[src/rtl/aes_job_arbiter.sv]
// Two-requester round-robin front end for a single AES engine: latches a job, runs it, holds the result.
// Optional watchdog in RUN is built only when AES_TIMEOUT_EN is defined.
module aes_job_arbiter #(
   parameter int Nk             = 4,
   parameter int TIMEOUT_CYCLES = 1024
) (
   input  logic                clk_master,
   input  logic                rst,
   input  logic                req0,
   input  logic                req1,
   input  logic                mode0,
   input  logic                mode1,
   input  logic [127:0]        data0,
   input  logic [127:0]        data1,
   input  logic [Nk*32-1:0]    key0,
   input  logic [Nk*32-1:0]    key1,
   output logic                gnt0,
   output logic                gnt1,
   output logic                rsp_valid,
   output logic                rsp_id,
   output logic [127:0]        rsp_data,
   output logic                rsp_err,
   input  logic                rsp_ready,
   output logic                eng_rst,
   output logic                eng_sel_encrypt,
   output logic                eng_sel_decrypt,
   output logic [127:0]        eng_data,
   output logic [Nk*32-1:0]    eng_key,
   input  logic                eng_done,
   input  logic [127:0]        eng_data_out
);

   typedef enum logic [1:0] {IDLE, LOAD, RUN, RESP} state_t;

   state_t             state_reg, state_next;
   logic               ptr_reg, ptr_next;
   logic               gnt0_reg, gnt0_next;
   logic               gnt1_reg, gnt1_next;
   logic               rsp_valid_reg, rsp_valid_next;
   logic               rsp_id_reg, rsp_id_next;
   logic [127:0]       rsp_data_reg, rsp_data_next;
   logic               eng_rst_reg, eng_rst_next;
   logic               sel_enc_reg, sel_enc_next;
   logic               sel_dec_reg, sel_dec_next;
   logic [127:0]       eng_data_reg, eng_data_next;
   logic [Nk*32-1:0]   eng_key_reg, eng_key_next;
   logic               win_id;
   logic               win_mode;

`ifdef AES_TIMEOUT_EN
   localparam int WD_W = $clog2(TIMEOUT_CYCLES + 1);
   logic [WD_W-1:0]    wd_reg, wd_next;
   logic               rsp_err_reg, rsp_err_next;
`endif

   always_comb begin
      state_next     = state_reg;
      ptr_next       = ptr_reg;
      gnt0_next      = 1'b0;
      gnt1_next      = 1'b0;
      rsp_valid_next = rsp_valid_reg;
      rsp_id_next    = rsp_id_reg;
      rsp_data_next  = rsp_data_reg;
      eng_rst_next   = eng_rst_reg;
      sel_enc_next   = sel_enc_reg;
      sel_dec_next   = sel_dec_reg;
      eng_data_next  = eng_data_reg;
      eng_key_next   = eng_key_reg;
`ifdef AES_TIMEOUT_EN
      wd_next        = wd_reg;
      rsp_err_next   = rsp_err_reg;
`endif
      // Pointer only matters on a tie; a lone requester always wins.
      win_id   = req1 & (~req0 | ptr_reg);
      win_mode = win_id ? mode1 : mode0;

      case (state_reg)
         IDLE: begin
            eng_rst_next   = 1'b1;
            sel_enc_next   = 1'b0;
            sel_dec_next   = 1'b0;
            rsp_valid_next = 1'b0;
            if (req0 | req1) begin
               state_next    = LOAD;
               gnt0_next     = ~win_id;
               gnt1_next     = win_id;
               ptr_next      = ~win_id;
               rsp_id_next   = win_id;
               sel_enc_next  = win_mode;
               sel_dec_next  = ~win_mode;
               eng_data_next = win_id ? data1 : data0;
               eng_key_next  = win_id ? key1 : key0;
            end
         end
         LOAD: begin
            state_next   = RUN;
            eng_rst_next = 1'b0;
`ifdef AES_TIMEOUT_EN
            wd_next      = '0;
`endif
         end
         RUN: begin
            if (eng_done) begin
               state_next     = RESP;
               rsp_data_next  = eng_data_out;
               rsp_valid_next = 1'b1;
               eng_rst_next   = 1'b1;
               sel_enc_next   = 1'b0;
               sel_dec_next   = 1'b0;
`ifdef AES_TIMEOUT_EN
               rsp_err_next   = 1'b0;
            end else if (wd_reg == WD_W'(TIMEOUT_CYCLES - 1)) begin
               // This is the last permitted RUN cycle; abort with an error response.
               state_next     = RESP;
               rsp_data_next  = '0;
               rsp_err_next   = 1'b1;
               rsp_valid_next = 1'b1;
               eng_rst_next   = 1'b1;
               sel_enc_next   = 1'b0;
               sel_dec_next   = 1'b0;
            end else begin
               wd_next = wd_reg + 1'b1;
`endif
            end
         end
         RESP: begin
            if (rsp_ready) begin
               state_next     = IDLE;
               rsp_valid_next = 1'b0;
            end
         end
         default: state_next = IDLE;
      endcase
   end

   always_ff @(posedge clk_master or posedge rst) begin
      if (rst) begin
         state_reg     <= IDLE;
         ptr_reg       <= 1'b0;
         gnt0_reg      <= 1'b0;
         gnt1_reg      <= 1'b0;
         rsp_valid_reg <= 1'b0;
         rsp_id_reg    <= 1'b0;
         rsp_data_reg  <= '0;
         eng_rst_reg   <= 1'b1;
         sel_enc_reg   <= 1'b0;
         sel_dec_reg   <= 1'b0;
         eng_data_reg  <= '0;
         eng_key_reg   <= '0;
`ifdef AES_TIMEOUT_EN
         wd_reg        <= '0;
         rsp_err_reg   <= 1'b0;
`endif
      end else begin
         state_reg     <= state_next;
         ptr_reg       <= ptr_next;
         gnt0_reg      <= gnt0_next;
         gnt1_reg      <= gnt1_next;
         rsp_valid_reg <= rsp_valid_next;
         rsp_id_reg    <= rsp_id_next;
         rsp_data_reg  <= rsp_data_next;
         eng_rst_reg   <= eng_rst_next;
         sel_enc_reg   <= sel_enc_next;
         sel_dec_reg   <= sel_dec_next;
         eng_data_reg  <= eng_data_next;
         eng_key_reg   <= eng_key_next;
`ifdef AES_TIMEOUT_EN
         wd_reg        <= wd_next;
         rsp_err_reg   <= rsp_err_next;
`endif
      end
   end

   assign gnt0            = gnt0_reg;
   assign gnt1            = gnt1_reg;
   assign rsp_valid       = rsp_valid_reg;
   assign rsp_id          = rsp_id_reg;
   assign rsp_data        = rsp_data_reg;
   assign eng_rst         = eng_rst_reg;
   assign eng_sel_encrypt = sel_enc_reg;
   assign eng_sel_decrypt = sel_dec_reg;
   assign eng_data        = eng_data_reg;
   assign eng_key         = eng_key_reg;
`ifdef AES_TIMEOUT_EN
   assign rsp_err         = rsp_err_reg;
`else
   assign rsp_err         = 1'b0;
`endif

endmodule

[config.mk]
export PLATFORM = sky130hd
export DESIGN_NAME = aes_job_arbiter
export DESIGN_NICKNAME = d
export VERILOG_FILES = /design/src/rtl/aes_job_arbiter.sv
export SDC_FILE = /design/constraint.sdc
export NUM_CORES = 1
export LEC_CHECK = 0
export CORE_AREA = 4 4 406 408
export DETAILED_ROUTE_END_ITERATION = 7
export DIE_AREA = 0 0 410 412
export PLACE_DENSITY = 0.35
export SLEW_MARGIN = 10
export SYNTH_ARGS = -nofsm -noshare
export SYNTH_HDL_FRONTEND = slang
export SYNTH_SLANG_ARGS = --single-unit
[constraint.sdc]
create_clock -name clk_master -period 25.4 [get_ports clk_master]
set_input_delay 7.62 -clock clk_master [delete_from_list [all_inputs] [get_ports clk_master]]
set_output_delay 7.62 -clock clk_master [all_outputs]
set_load 0.05 [all_outputs]
Yosys cells after proc, flatten, opt, wreduce, memory -nomap -nowiden --
Index checks and enable logic that the tools add are counted.
Word-level totals: register bits after elaboration 394, logic and storage cells 54
Cells by class: eq/ne operators 6, multiplexer cells 20, bitwise logic cells 6, reductions and logical operators 10
Operators by type and width (number):
- $mux W128 | 2
- $mux W1 | 10
- $pmux W2 S4 | 1
- $reduce_and A2 Y1 | 4
- $mux W2 | 3
- $ne A2 B2 Y1 const B | 3
- $pmux W1 S3 | 2
- $reduce_and A3 Y1 | 2
- $reduce_bool A3 Y1 | 2
- $eq A2 B2 Y1 const B | 2
- $pmux W1 S2 | 2
- $not A1 Y1 | 3
- $eq A2 B1 Y1 const B | 1
- $logic_not A2 Y1 | 1
- $or A1 B1 Y1 | 2
- $reduce_bool A2 Y1 | 1
- $and A1 B1 Y1 | 1

Longest topological paths before layout --
Gate-level depths: netlist of run 1.
word-level depth 7, mapped depth 9, mapped depth without buffers 6

Least setup slack after synthesis of run 1 --
OpenSTA, ideal clock, no wires.
path kind input -> register, start point input port req0, end point register eng_key_reg[40] (netlist: eng_key[40]), setup time 132 ps, data arrival time 8593 ps, path slack 16675 ps, stages on the path 7, path buffers 3, path through inv_1 > o21ai_1 > buf_2 > buf_4 > buf_2 > mux2i_1 > o21ai_1
Between the ends: word-level cells in the longest chain between the ends 4, elaborated cells on any way between the ends 6
RTL lines:
- from (decl) | line 9 | input logic req0,
- $not A1 Y1 | line 74 | win_id = req1 & (~req0 | ptr_reg);
- $or A1 B1 Y1 | line 74
- $and A1 B1 Y1 | line 74
- $mux W128 | line 92 | eng_key_next = win_id ? key1 : key0;
- to (signal assigned) | line 166 | eng_key_reg <= eng_key_next;
- to (decl) | line 46 | logic [Nk*32-1:0] eng_key_reg, eng_key_next;
Parallel ways exist; a longest one is shown, timed or not. A chain may end at the register's enable or synchronous reset.

Worst setup path in the final report of run 1 --
start point input port req1, end point register eng_key_reg[100] (netlist: eng_key[100])
Between the ends: word-level cells in the longest chain between the ends 2, elaborated cells on any way between the ends 4
RTL lines:
- from (decl) | line 10 | input logic req1,
- $and A1 B1 Y1 or $or A1 B1 Y1 (tied branches) | line 74, 83
- $mux W128 or $reduce_and A2 Y1 (tied branches)
Parallel ways exist; a longest one is shown, timed or not.

==> run metrics, run 1 <==
Die Y 412 µm; Crit path largest cell delay 0.78 ns; Worst path slowest cell buf_4; Seq/Total Area, Yosys between 50 and 60%; Worst setup SP type primary input; Post-CTS Setup Bufs 0; Max Root-Sink Buffers 3; top_reg_cell synth dfrtp_1; First-pass DRT Iterations 4; Yosys top cell by area dfrtp_1; Final WS setup approximately 15 ns; Syn Nets 2081; Clock Sinks 394; most frequent cell after synthesis dfrtp_1; nets@finish between 3000 and 4000; I/O pins between 1000 and 1500; Setup violations, final 0; Post-CTS Hold Fix Bufs 0; Max VDD drop 0.0581 mV; final wirelength 106000 µm; H-tree levels 2; proportion of layout cells with a drive suffix above 1 around a tenth; synthesized-area fraction occupied by adder cells 0.381%; CTS buffer count 56; root buffer cell clkbuf_16; switching part of the total 50.0%; RSZ-0062 raised after global routing no; Tightest Hold Check Type reg2reg; Clock transition at path regs 0.06 ns; Synth Area in Simple Gates 8.44%; Seq cells post-synth 394; endpoint class of the critical path flop; PD cells 145 nW/µm²; Clock Latency Late Sink ~0.65 ns; clock network fraction of total power 18.2%; largest cells by area after synthesis dfrtp_1 (60%), mux2i_1 (9.1%), mux2_2 (9.0%), nand2_1 (8.3%), a22oi_1 (4.8%); fmax between 90 and 100 MHz; GPL Wtd Cong roughly 0.77; CP Cell Sequence clkdlybuf4s50_1, o21ai_4, buf_4, buf_4, buf_4, o21ai_0; area grow syn2layout 89.9%; max cap viols 0; post-synthesis instance total 1428; switching power between 2000 and 2500 µW; post-synthesis mux area share 18.1%; xor-xnor portion of the synthesized cell area 0%; Synth top cells by count dfrtp_1 (393), nand2_1 (363), mux2i_1 (150); internal power approximately 2300 µW; hold path cells 2; Die Wd 410 µm; Antenna Nets Post-Route 0; post-place setup slack 13.76 ns; # resized after CTS 0; CP Class in2reg; Post-synth EDFFs 0; Die Area 169000 µm²; wire length of the first global-routing pass around 140000 µm; Worst Path Max Fanout 83; YS warnings 0; Leakage 0.0130 µW; Max-slew headroom 30.8%; PortBufs 1038; sequential power share between 20% and 30%; fin crit period approximately 11 ns; number of vias per cell 3.18; Synth Area in Compound Gates roughly 10%; Via Count 14900; initial antenna violation count 38; outcome finished, final reports clean; Worst Skew 0.0294 ns; Post-Syn Area 16400 µm²; mean post-synth cell area 11.5 µm²; Residual DRC 0; r2r worst-path depth 7; wire per inst 22.7 µm; gr usage total 11.9%; combinational fraction of design power 57.0%; Setup Total Neg Slack 0 ns; Initial DRC Count 662; largest net degree at the start of global routing 111; Fin. Hold Viols 0; final slew viol count 0; CP required 25.87 ns; post-synth top area share 59.8%; core footprint 162000 µm²; distinct cell type count after synthesis 26; Worst EP arrival between 10 and 15 ns; post-DP HPWL 85000 µm; cell mode on critical path buf_4; worst slew pin tran between 1 and 1.5 ns; Core Rows 148; final period utilization 42.5%; ys async rst share 100%; total grt overflow 0; CTS tree done; main combinational cell family by area after synthesis multiplexers; Initial Utilization between 10% and 20%; number of global-route vias before repair 15900
-- metal layers --
| layer | vias to the layer above | share of wire (%) | GRT usage (%) |
|---|---|---|---|
| met5 | - | 0.094 | 0 |
| met4 | 16 | 2.4 | 2.77 |
| met3 | 150 | 8.0 | 4.30 |
| met2 | 628 | 52 | 22.1 |
| met1 | 7081 | 37 | 12.9 |
| li1 | 6989 | - | - |
-- critical path, delay by kind of cell --
family	cells	cell delay [ns]
buffers and inverters	4	2.83
AO/OA/AOI/OAI	2	0.70
-- layout by cell type, fill, tap and decap left out, drive strengths merged, types with 5 or more instances in the layout --
cell,Yosys,routed
clkinv,0,5
inv,8,11
o21ai,154,154
clkbuf,45,89
mux2i,150,150
a22oi,106,106
mux2,131,131
nor2,5,5
buf,55,18
nand2,363,363
diode,0,8
clkdlybuf4s50,0,1038
ha,5,5
dfrtp,393,393
-- power groups by stage --
stage,combinational [µW],clock (µW),sequential [µW]
2_1_floorplan,500,0,2160
3_3_place_gp,2640,0,1140
3_5_place_dp,2640,0,1140
4_1_cts,2640,870,1130
5_1_grt,2710,892,1170
6_report,2580,823,1130
-- logic make-up after synthesis --
family / after synthesis
flops: 394
simple gates: 369
mux: 281
compound gates: 270
buf+inv: 108
fa+ha+maj: 5
other cells: 1
-- worst paths after layout --
path / from / endpoint / slack (ns)
max: req1 / eng_key[100] / 14.60
min: eng_data[50] / eng_data[50] / 0.46
max reg2reg: state_reg[0] / eng_key[100] / 21.57
min reg2reg: eng_data[50] / eng_data[50] / 0.46
max in group asynchronous: rst / rsp_data[126] / 15.33
min in group asynchronous: rst / eng_key[44] / 7.43
-- stage by stage --
step	power, µW	instance area (µm²)	std cells	hold slack (ns)	util [%]
2_1_floorplan	2660	16400	1428	0.544	-
3_3_place_gp	3780	29300	4559	0.448	18.1
3_5_place_dp	3780	29300	4559	0.457	18.1
4_1_cts	4650	31200	4664	0.468	19.3
5_1_grt	4770	31200	4665	0.481	19.3
6_report	4530	31200	4672	0.460	19.3
-- area by class of cell --
cell class / instances / area, µm²
antenna: 8 / 20.0
tap: 2175 / 2720
multi-input combinational: 926 / 6130
sequential: 394 / 9860
fill: 17800 / 130000
clock inverter: 16 / 224
clock buffer: 89 / 1680
inverter: 8 / 37.5
timing repair buffer: 1056 / 10600
Power figures use the tool's default switching activity.
==> run 2: changes to the inputs <==
--- a/config.mk
+++ b/config.mk
@@ -5,9 +5,9 @@
 export SDC_FILE = /design/constraint.sdc
 export NUM_CORES = 1
 export LEC_CHECK = 0
-export CORE_AREA = 4 4 406 408
+export CORE_AREA = 4 4 409 411
 export DETAILED_ROUTE_END_ITERATION = 7
-export DIE_AREA = 0 0 410 412
+export DIE_AREA = 0 0 413 415
 export PLACE_DENSITY = 0.35
 export SLEW_MARGIN = 10
 export SYNTH_ARGS = -nofsm -noshare
==> constraint.sdc (replaced) <==
create_clock -name clk_master -period 9.7 [get_ports clk_master]
set_input_delay 2.91 -clock clk_master [delete_from_list [all_inputs] [get_ports clk_master]]
set_output_delay 2.91 -clock clk_master [all_outputs]
set_load 0.05 [all_outputs]
==> run metrics, run 2 (synthesis results as in run 1) <==
outcome finished, final reports clean; final slew viol count 0 (unchanged); RSZ-0062 raised after global routing no; Hold Path Origin eng_data[61]; worst path bufs/invs 1 (-3); fmax 197 MHz; Worst Path Max Fanout 2 (-98%); number of vias per cell 3.16 (-0.59%); total grt overflow 0 (unchanged); reg2reg start state_reg[0]; placed inst area 29400 µm² (+0.22%); Setup Total Neg Slack 0 ns (unchanged); Setup violations, final 0 (unchanged); Worst path slowest cell clkdlybuf4s50_1; Max Root-Sink Buffers 3 (unchanged); Placed Cells 4573 (+0.31%); post-DP HPWL 84400 µm (-0.73%); fin util 19.1% (-0.22 points); Non-Filler Instances 4697 (+0.54%); Worst EP arrival 2.17 ns (-9.09 ns); CTS tree done; largest net degree at the start of global routing 179 (+61%); Worst setup SP type flop; I/O pins 1040 (unchanged); proportion of layout cells with a drive suffix above 1 10.2% (+0.32 points); CTS buffer count 56 (unchanged); final instance area 31300 µm² (+0.35%); fin crit period 5.08 ns; Core Rows 149 (+0.68%); Clock Latency Late Sink 0.67 ns (+0.02 ns); number of global-route vias before repair 15900 (+0.45%); endpoint class of the critical path output pin; Worst Skew 0.0590 ns (+0.0296 ns); crit path from eng_rst; max cap viols 0 (unchanged); Initial Utilization 10.0% (-0.15 points); Leakage 0.0131 µW (+0.34%); PD cells 375 nW/µm² (+160%); CP Cell Sequence clkdlybuf4s50_1; CP required 6.79 ns (-19.08 ns); Max-slew headroom 28.7% (-2.1 points); area grow syn2layout 90.5%; Clock Sinks 394 (unchanged); Initial DRC Count 696 (+5.1%); final wirelength 106000 µm (-0.41%); wire length of the first global-routing pass 141000 µm (+1.4%); R2R setup slack 6.75 ns (-14.82 ns); Fin. Hold Viols 0 (unchanged); final period utilization 52.4%; CP Class reg2out; Crit path largest cell delay 1.02 ns (+0.24 ns); core footprint 164000 µm² (+1.5%); Via Count 14900 (-0.054%); wire per inst 22.5 µm (-0.94%); initial antenna violation count 55 (+45%); First-pass DRT Iterations 4 (unchanged); Post-CTS Setup Bufs 0 (unchanged); # resized after CTS 0 (unchanged); H-tree levels 2 (unchanged); number of fill cells 18100 (+1.6%); Die Y 415 µm (+0.73%); Final Total Pwr 11700 µW (+160%); Clock transition at path regs 0.06 ns (about the same); gr usage total 11.8% (-0.080 points); worst slew pin tran 1.07 ns (+0.0350 ns); Post-CTS Hold Fix Bufs 0 (unchanged); most frequent cells in the layout clkdlybuf4s50_1 (1038), dfrtp_1 (393), nand2_1 (362); root buffer cell clkbuf_16; nets@finish 3095 (unchanged); Max VDD drop 0.217 mV (+270%); Residual DRC 0 (unchanged); Antenna Nets Post-Route 0 (unchanged); Tightest Hold Check Type reg2reg; PortBufs 1038 (unchanged); most common cell after layout, fill and taps aside clkdlybuf4s50_1; GPL Wtd Cong 0.805 (+4.6%); Die Area 171000 µm² (+1.5%); Die Wd 413 µm (+0.73%); delay-heaviest family, CP buffers and inverters
run 2: path summary, 6_finish.rpt:
kind,end,cells past startpoint
worst max-delay path,eng_rst,1
worst min-delay path,eng_data[61],2
worst max register to register,eng_data[80],8
worst min register to register,eng_data[61],2
max in group asynchronous,eng_rst,4
min in group asynchronous,eng_key[8],2
run 2: final cells by class:
cell class | instances | area [µm²] | area share [%]
antenna | 18 | 45.0 | 0.144
clock inverter | 20 | 216 | 0.691
clock buffer | 86 | 1700 | 5.44
inverter | 8 | 33.8 | 0.108
sequential | 394 | 9860 | 31.5
timing repair buffer | 1056 | 10600 | 33.8
multi-input combinational | 926 | 6130 | 19.6
tap | 2189 | 2740 | 8.74
run 2: report_power, final:
part           total (µW)  internal (µW)  switching, µW
logic                6650           2190           4460
registers            2950           2460            486
clock network        2150           1240            904
total               11700           5900           5850
run 2: per-layer routing:
metal | vias to the layer above | global-route usage (%) | part of all wire [%]
met5 | - | 0 | 0.12
met4 | 18 | 2.28 | 1.8
met3 | 146 | 4.40 | 8.9
met2 | 580 | 21.8 | 52
met1 | 7124 | 12.9 | 37
li1 | 6988 | - | -
run 2: per-stage QoR:
| stage | worst slack (ns) | hold slack [ns] |
|---|---|---|
| floorplan | 1.49 | 0.544 |
| global placement | 4.01 | 0.450 |
| detailed placement | 3.98 | 0.455 |
| CTS | 4.44 | 0.469 |
| global route | 4.42 | 0.482 |
| finish | 4.62 | 0.463 |
==> run 3: changes to the inputs <==
--- a/config.mk
+++ b/config.mk
@@ -5,9 +5,9 @@
 export SDC_FILE = /design/constraint.sdc
 export NUM_CORES = 1
 export LEC_CHECK = 0
-export CORE_AREA = 4 4 409 411
+export CORE_AREA = 4 4 398 400
 export DETAILED_ROUTE_END_ITERATION = 7
-export DIE_AREA = 0 0 413 415
+export DIE_AREA = 0 0 402 404
 export PLACE_DENSITY = 0.35
 export SLEW_MARGIN = 10
 export SYNTH_ARGS = -nofsm -noshare
==> constraint.sdc (replaced) <==
create_clock -name clk_master -period 4.93 [get_ports clk_master]
set_input_delay 1.479 -clock clk_master [delete_from_list [all_inputs] [get_ports clk_master]]
set_output_delay 1.479 -clock clk_master [all_outputs]
set_load 0.05 [all_outputs]
==> run metrics, run 3 (synthesis results as in run 1) <==
outcome finished, final reports clean; # resized after CTS 0 (unchanged); nets@finish 3102 (+0.23%); Die Wd 402 µm (-2.7%); Via Count 14900 (+0.57%); final slew viol count 0 (unchanged); I/O pins 1040 (unchanged); internal power 11600 µW (+97%); root buffer cell clkbuf_16; Die Y 404 µm (-2.7%); PortBufs 1038 (unchanged); Non-Filler Instances 4567 (-2.8%); sequential power share 25.0% (about the same); switching part of the total 49.9% (+0.062 points); Worst EP arrival 2.15 ns (-0.02 ns); gr usage total 12.2% (+0.30 points); number of vias per cell 3.27 (+3.4%); final wirelength 103000 µm (-2.1%); Worst setup SP type flop; number of global-route vias before repair 15800 (-1.1%); switching power 11600 µW (+98%); Hold Path Origin eng_data[54]; wire per inst 22.6 µm (+0.67%); reg2reg start state_reg[0]; Core Rows 145 (-2.7%); Final WS setup 1.30 ns (-3.32 ns); clock network fraction of total power 17.6% (-0.7 points); delay-heaviest family, CP buffers and inverters; post-DP HPWL 83700 µm (-0.86%); initial antenna violation count 44 (-20%); crit path from eng_rst; Max Root-Sink Buffers 3 (unchanged); max cap viols 0 (unchanged); core footprint 155000 µm² (-5.3%); fin crit period 3.63 ns; Initial DRC Count 479 (-31%); First-pass DRT Iterations 4 (unchanged); worst slew pin tran 0.871 ns (-0.198 ns); post-place setup slack 1.10 ns (-2.88 ns); worst path bufs/invs 1 (unchanged); Setup violations, final 0 (unchanged); Crit path largest cell delay 0.99 ns (-0.03 ns); Antenna Nets Post-Route 0 (unchanged); hold_ws 0.462 ns (-0.00174 ns); Post-CTS Setup Bufs 0 (unchanged); Clock Sinks 394 (unchanged); RSZ-0062 raised after global routing no; Max VDD drop 0.297 mV (+37%); Initial Utilization 10.6% (+0.57 points); PD cells 744 nW/µm² (+98%); fin util 20.1% (+0.99 points); fmax 275 MHz; Tightest Hold Check Type reg2reg; Max-slew headroom 41.9% (+13 points); CTS tree done; combinational fraction of design power 57.4% (+0.8 points); Placed Cells 4449 (-2.7%); Reg area 9860 µm² (unchanged); endpoint class of the critical path output pin; H-tree levels 2 (unchanged); Clock transition at path regs 0.05 ns (about the same); area grow syn2layout 89.7%; wire length of the first global-routing pass 138000 µm (-2.3%); Die Area 162000 µm² (-5.2%); largest net degree at the start of global routing 159 (-11%); proportion of layout cells with a drive suffix above 1 10.0% (-0.16 points); Leakage 0.0131 µW (about the same); Worst Path Max Fanout 2 (unchanged); Worst Skew 0.0183 ns (-0.0407 ns); GPL Wtd Cong 0.781 (-3.0%); Fin. Hold Viols 0 (unchanged); CP Cell Sequence clkdlybuf4s50_1; Post-CTS Hold Fix Bufs 0 (unchanged); CP required 3.45 ns (-3.34 ns); number of fill cells 17100 (-5.8%); final period utilization 73.6%; Clock Latency Late Sink 0.63 ns (-0.04 ns); most common cell after layout, fill and taps aside clkdlybuf4s50_1; total grt overflow 0 (unchanged); CTS buffer count 56 (unchanged); area of the multi-input gates 6130 µm² (unchanged); CP Class reg2out; Residual DRC 0 (unchanged); Worst path slowest cell clkdlybuf4s50_1; most frequent cells in the layout clkdlybuf4s50_1 (1038), dfrtp_1 (393), nand2_1 (362)
run 3: routing by layer:
metal / track usage (%) / vias up / part of all wire, %
met1: 12.6 / 7115 / 36
met3: 4.93 / 149 / 8.9
met4: 3.63 / 28 / 2.8
met5: 0 / - / 0.18
li1: - / 7011 / -
met2: 22.4 / 638 / 52
run 3: final cells by class:
| cell class | count | area share, % |
|---|---|---|
| clock inverter | 19 | 0.738 |
| tap | 2058 | 8.25 |
| timing repair buffer | 1063 | 34.4 |
| clock buffer | 81 | 5.08 |
| inverter | 8 | 0.108 |
| multi-input combinational | 926 | 19.6 |
| sequential | 394 | 31.6 |
| antenna | 18 | 0.144 |
run 3: through the flow:
step           TNS [ns]  power (µW)  cell area (µm²)
2_1_floorplan   -727.45       13700            16400
4_1_cts               0       23800            31200
3_3_place_gp          0       19500            29300
5_1_grt               0       24400            31200
3_5_place_dp          0       19500            29300
6_report              0       23200            31200
run 3: worst paths after layout:
| check | to | slack (ns) | cells past startpoint |
|---|---|---|---|
| max in group asynchronous | eng_data[100] | 2.59 | 4 |
| setup reg to reg | eng_data[93] | 2.65 | 7 |
| min in group asynchronous | eng_key[108] | 1.29 | 3 |
| setup / recovery | eng_rst | 1.30 | 1 |
| hold reg to reg | eng_data[54] | 0.46 | 2 |
| hold / removal | eng_data[54] | 0.46 | 2 |
run 3: power groups by stage:
| stage | registers, µW | clock network [µW] | logic, µW |
|---|---|---|---|
| 2_1_floorplan | 11100 | 0 | 2580 |
| 3_3_place_gp | 5830 | 0 | 13600 |
| 3_5_place_dp | 5870 | 0 | 13600 |
| 4_1_cts | 5840 | 4320 | 13600 |
| 5_1_grt | 6010 | 4430 | 14000 |
| 6_report | 5800 | 4090 | 13300 |
run 3: worst register-to-register path, delay by kind of cell, from the launching register on:
| family | cells | cell delay [ns] |
|---|---|---|
| compound gates | 2 | 0.74 |
| fa+ha+maj | 1 | 0.33 |
| buf+inv | 3 | 0.58 |
| flops | 1 | 0.43 |
| simple gates | 1 | 0.13 |
==> RTL change: new RTL, config.mk and constraints of run 2 <==
Register the input `mode0` before use. The logic sees it one clock later. The other inputs are not delayed to match.
--- a/src/rtl/aes_job_arbiter.sv
+++ b/src/rtl/aes_job_arbiter.sv
@@ -31,6 +31,12 @@
 );
 
    typedef enum logic [1:0] {IDLE, LOAD, RUN, RESP} state_t;
+
+   logic mode0_q;
+
+   always_ff @(posedge clk_master) begin
+      mode0_q <= mode0;
+   end
 
    state_t             state_reg, state_next;
    logic               ptr_reg, ptr_next;
@@ -72,7 +78,7 @@
 `endif
       // Pointer only matters on a tie; a lone requester always wins.
       win_id   = req1 & (~req0 | ptr_reg);
-      win_mode = win_id ? mode1 : mode0;
+      win_mode = win_id ? mode1 : mode0_q;
 
       case (state_reg)
          IDLE: begin
Function: changed (Yosys sat finds a counterexample within 4 cycles, from zero or initial values and one cycle with rst high).
==> RTL change against run 2 <==
- sequential cell count grew 1
- wire length decreased by 2.6%
- clock power decreased by 8%
- total power fell by 1.1%
- via count shrank 0.18%
- setup slack got worse by 160 ps
- synthesized area rose by 0.12%
- global-route usage fell by 0.39 points
- final area fell by 0.72%
- worst hold slack worse by 3.0 ps
- first-iteration DRC count fell by 28%
- non-clock buffer count up 3
- maximum frequency decreased by 3.1%
- largest cell class unchanged
- largest power group unchanged
==> RTL change: results (changes against run 2) <==
min_delay_worst_endpoint: "eng_data[30]"
grt_max_degree: 146  # -18%
tightest_slew_ps: 1000  # -69.2 ps
cts-root-buf: "clkbuf_16"
r2r_start: "state_reg[0]"
vias_per_cell: 3.17  # +0.32%
yosys-top-cells-area: "dfrtp_1 60%, mux2i_1 9.1%, mux2_2 9.0%"
hpwl_um: 82800  # -2.0%
synth.distinct_cells: 27  # +3.8%
reg2reg_to: "eng_data[125]"
port_buffers: 1038  # unchanged
gp_congestion: 0.789  # -2.0%
reg2regPathDepth: 8  # unchanged
grt_pass1_wl_um: 137000  # -2.9%
antenna_found_initial: 39  # -29%
critPathMaxFanout: 46  # +44
p_leak_nw: 13.0  # -0.72%
clk_pin_slew_worst_paths_ps: 60  # about the same
status: "finished, final reports clean"
worstHoldPathType: "reg -> reg"
grt_pass1_vias: 15823  # -0.77%
clock_path_buffers: 3  # unchanged
synth_fp_nets: 2082  # +0.048%
r2r_slack_ps: 6770  # +20 ps
synthArstFlopShare_pct: 99.7  # -0.25 points
cts_buffers: 56  # unchanged
fin_worst_skew_ps: 21.7  # -37.3 ps
yosysWarningCount: 0  # unchanged
wl_per_cell_um: 22.0  # -2.1%
ir_worst_vdd_mv: 0.149  # -31%
grtUsageTotal_pct: 11.5  # -0.39 points
critical-path-max-stage-delay_ps: 790  # -230 ps
cts-resized-gates: 0  # unchanged
cp_slowest_cell: "buf_4"
clk_latency_ps: 650  # -20 ps
hp-start: "eng_data[30]"
drive_gt1_share_pct: 9.59  # -0.57 points
drt_iter0_drc: 498  # -28%
arrival_ps: 5730  # +3560 ps
cts_setup_buffers: 0  # unchanged
drt_first_pass_iters: 4  # unchanged
whs_ps: 460  # -3.02 ps
ys_seq_area_share_pct: 60.0  # about the same
synth_common_cells: "393 x dfrtp_1, 363 x nand2_1, 150 x mux2i_1, 131 x mux2_2, 106 x a22oi_1"
min_path_cells: 2  # unchanged
h-tree-depth: 2  # unchanged
nFillCells: 18109  # -0.039%
nNetsFinal: 3099  # +0.13%
-- RTL change: power breakdown --
group	internal [mW]	total (mW)	switching [mW]
sequential	2.47	2.96	0.493
clock	1.14	1.98	0.839
combinational	2.19	6.68	4.49
-- RTL change: area by class of cell --
type                       count  share of cell area (%)
inverter                       8                   0.109
multi-input combinational    926                    19.7
antenna                        3                  0.0241
sequential                   395                    31.8
clock inverter                13                   0.406
tap                         2189                    8.81
timing repair buffer        1059                    34.2
clock buffer                  81                    5.03
-- RTL change: worst max path at each step --
stage | cells after the start | end | from
6_report | 7 | eng_key[5] | req0
5_1_grt | 7 | eng_key[8] | req0
2_1_floorplan | 1 | eng_data[0] | rst
3_3_place_gp | 7 | eng_key[5] | req0
4_1_cts | 7 | eng_key[5] | req0
3_5_place_dp | 7 | eng_key[86] | req0
-- RTL change: stage by stage --
step	setup slack (ps)	cell area, um2	util (%)	instances
floorplan	1490	16500	-	1429
global placement	3720	29400	17.9	4577
detailed placement	3720	29400	17.9	4577
CTS	4440	31100	19.0	4671
global route	4290	31100	19.0	4671
finish	4450	31100	19.0	4674
-- RTL change: routing by layer --
metal | up-vias | GRT usage, % | routed length (um)
li1 | 6983 | - | -
met4 | 8 | 2.21 | 1910
met2 | 588 | 21.1 | 53400
met5 | - | 0 | 55
met3 | 130 | 3.75 | 8360
met1 | 7121 | 12.8 | 39100
-- RTL change: critical path: cells and delay by family --
family | cells | cell delay [ps]
buffers and inverters | 4 | 2120
AOI/OAI and AO/OA | 2 | 230
muxes | 1 | 270
-- RTL change: cells by family after synthesis --
logic type,after synthesis,synth area share [%]
buffers and inverters,108,3.06
AOI/OAI and AO/OA,270,10.0
and+or+nand+nor,369,8.43
DFF,395,60.0
adders and majority gates,5,0.380
other,1,0.0228
muxes,281,18.1
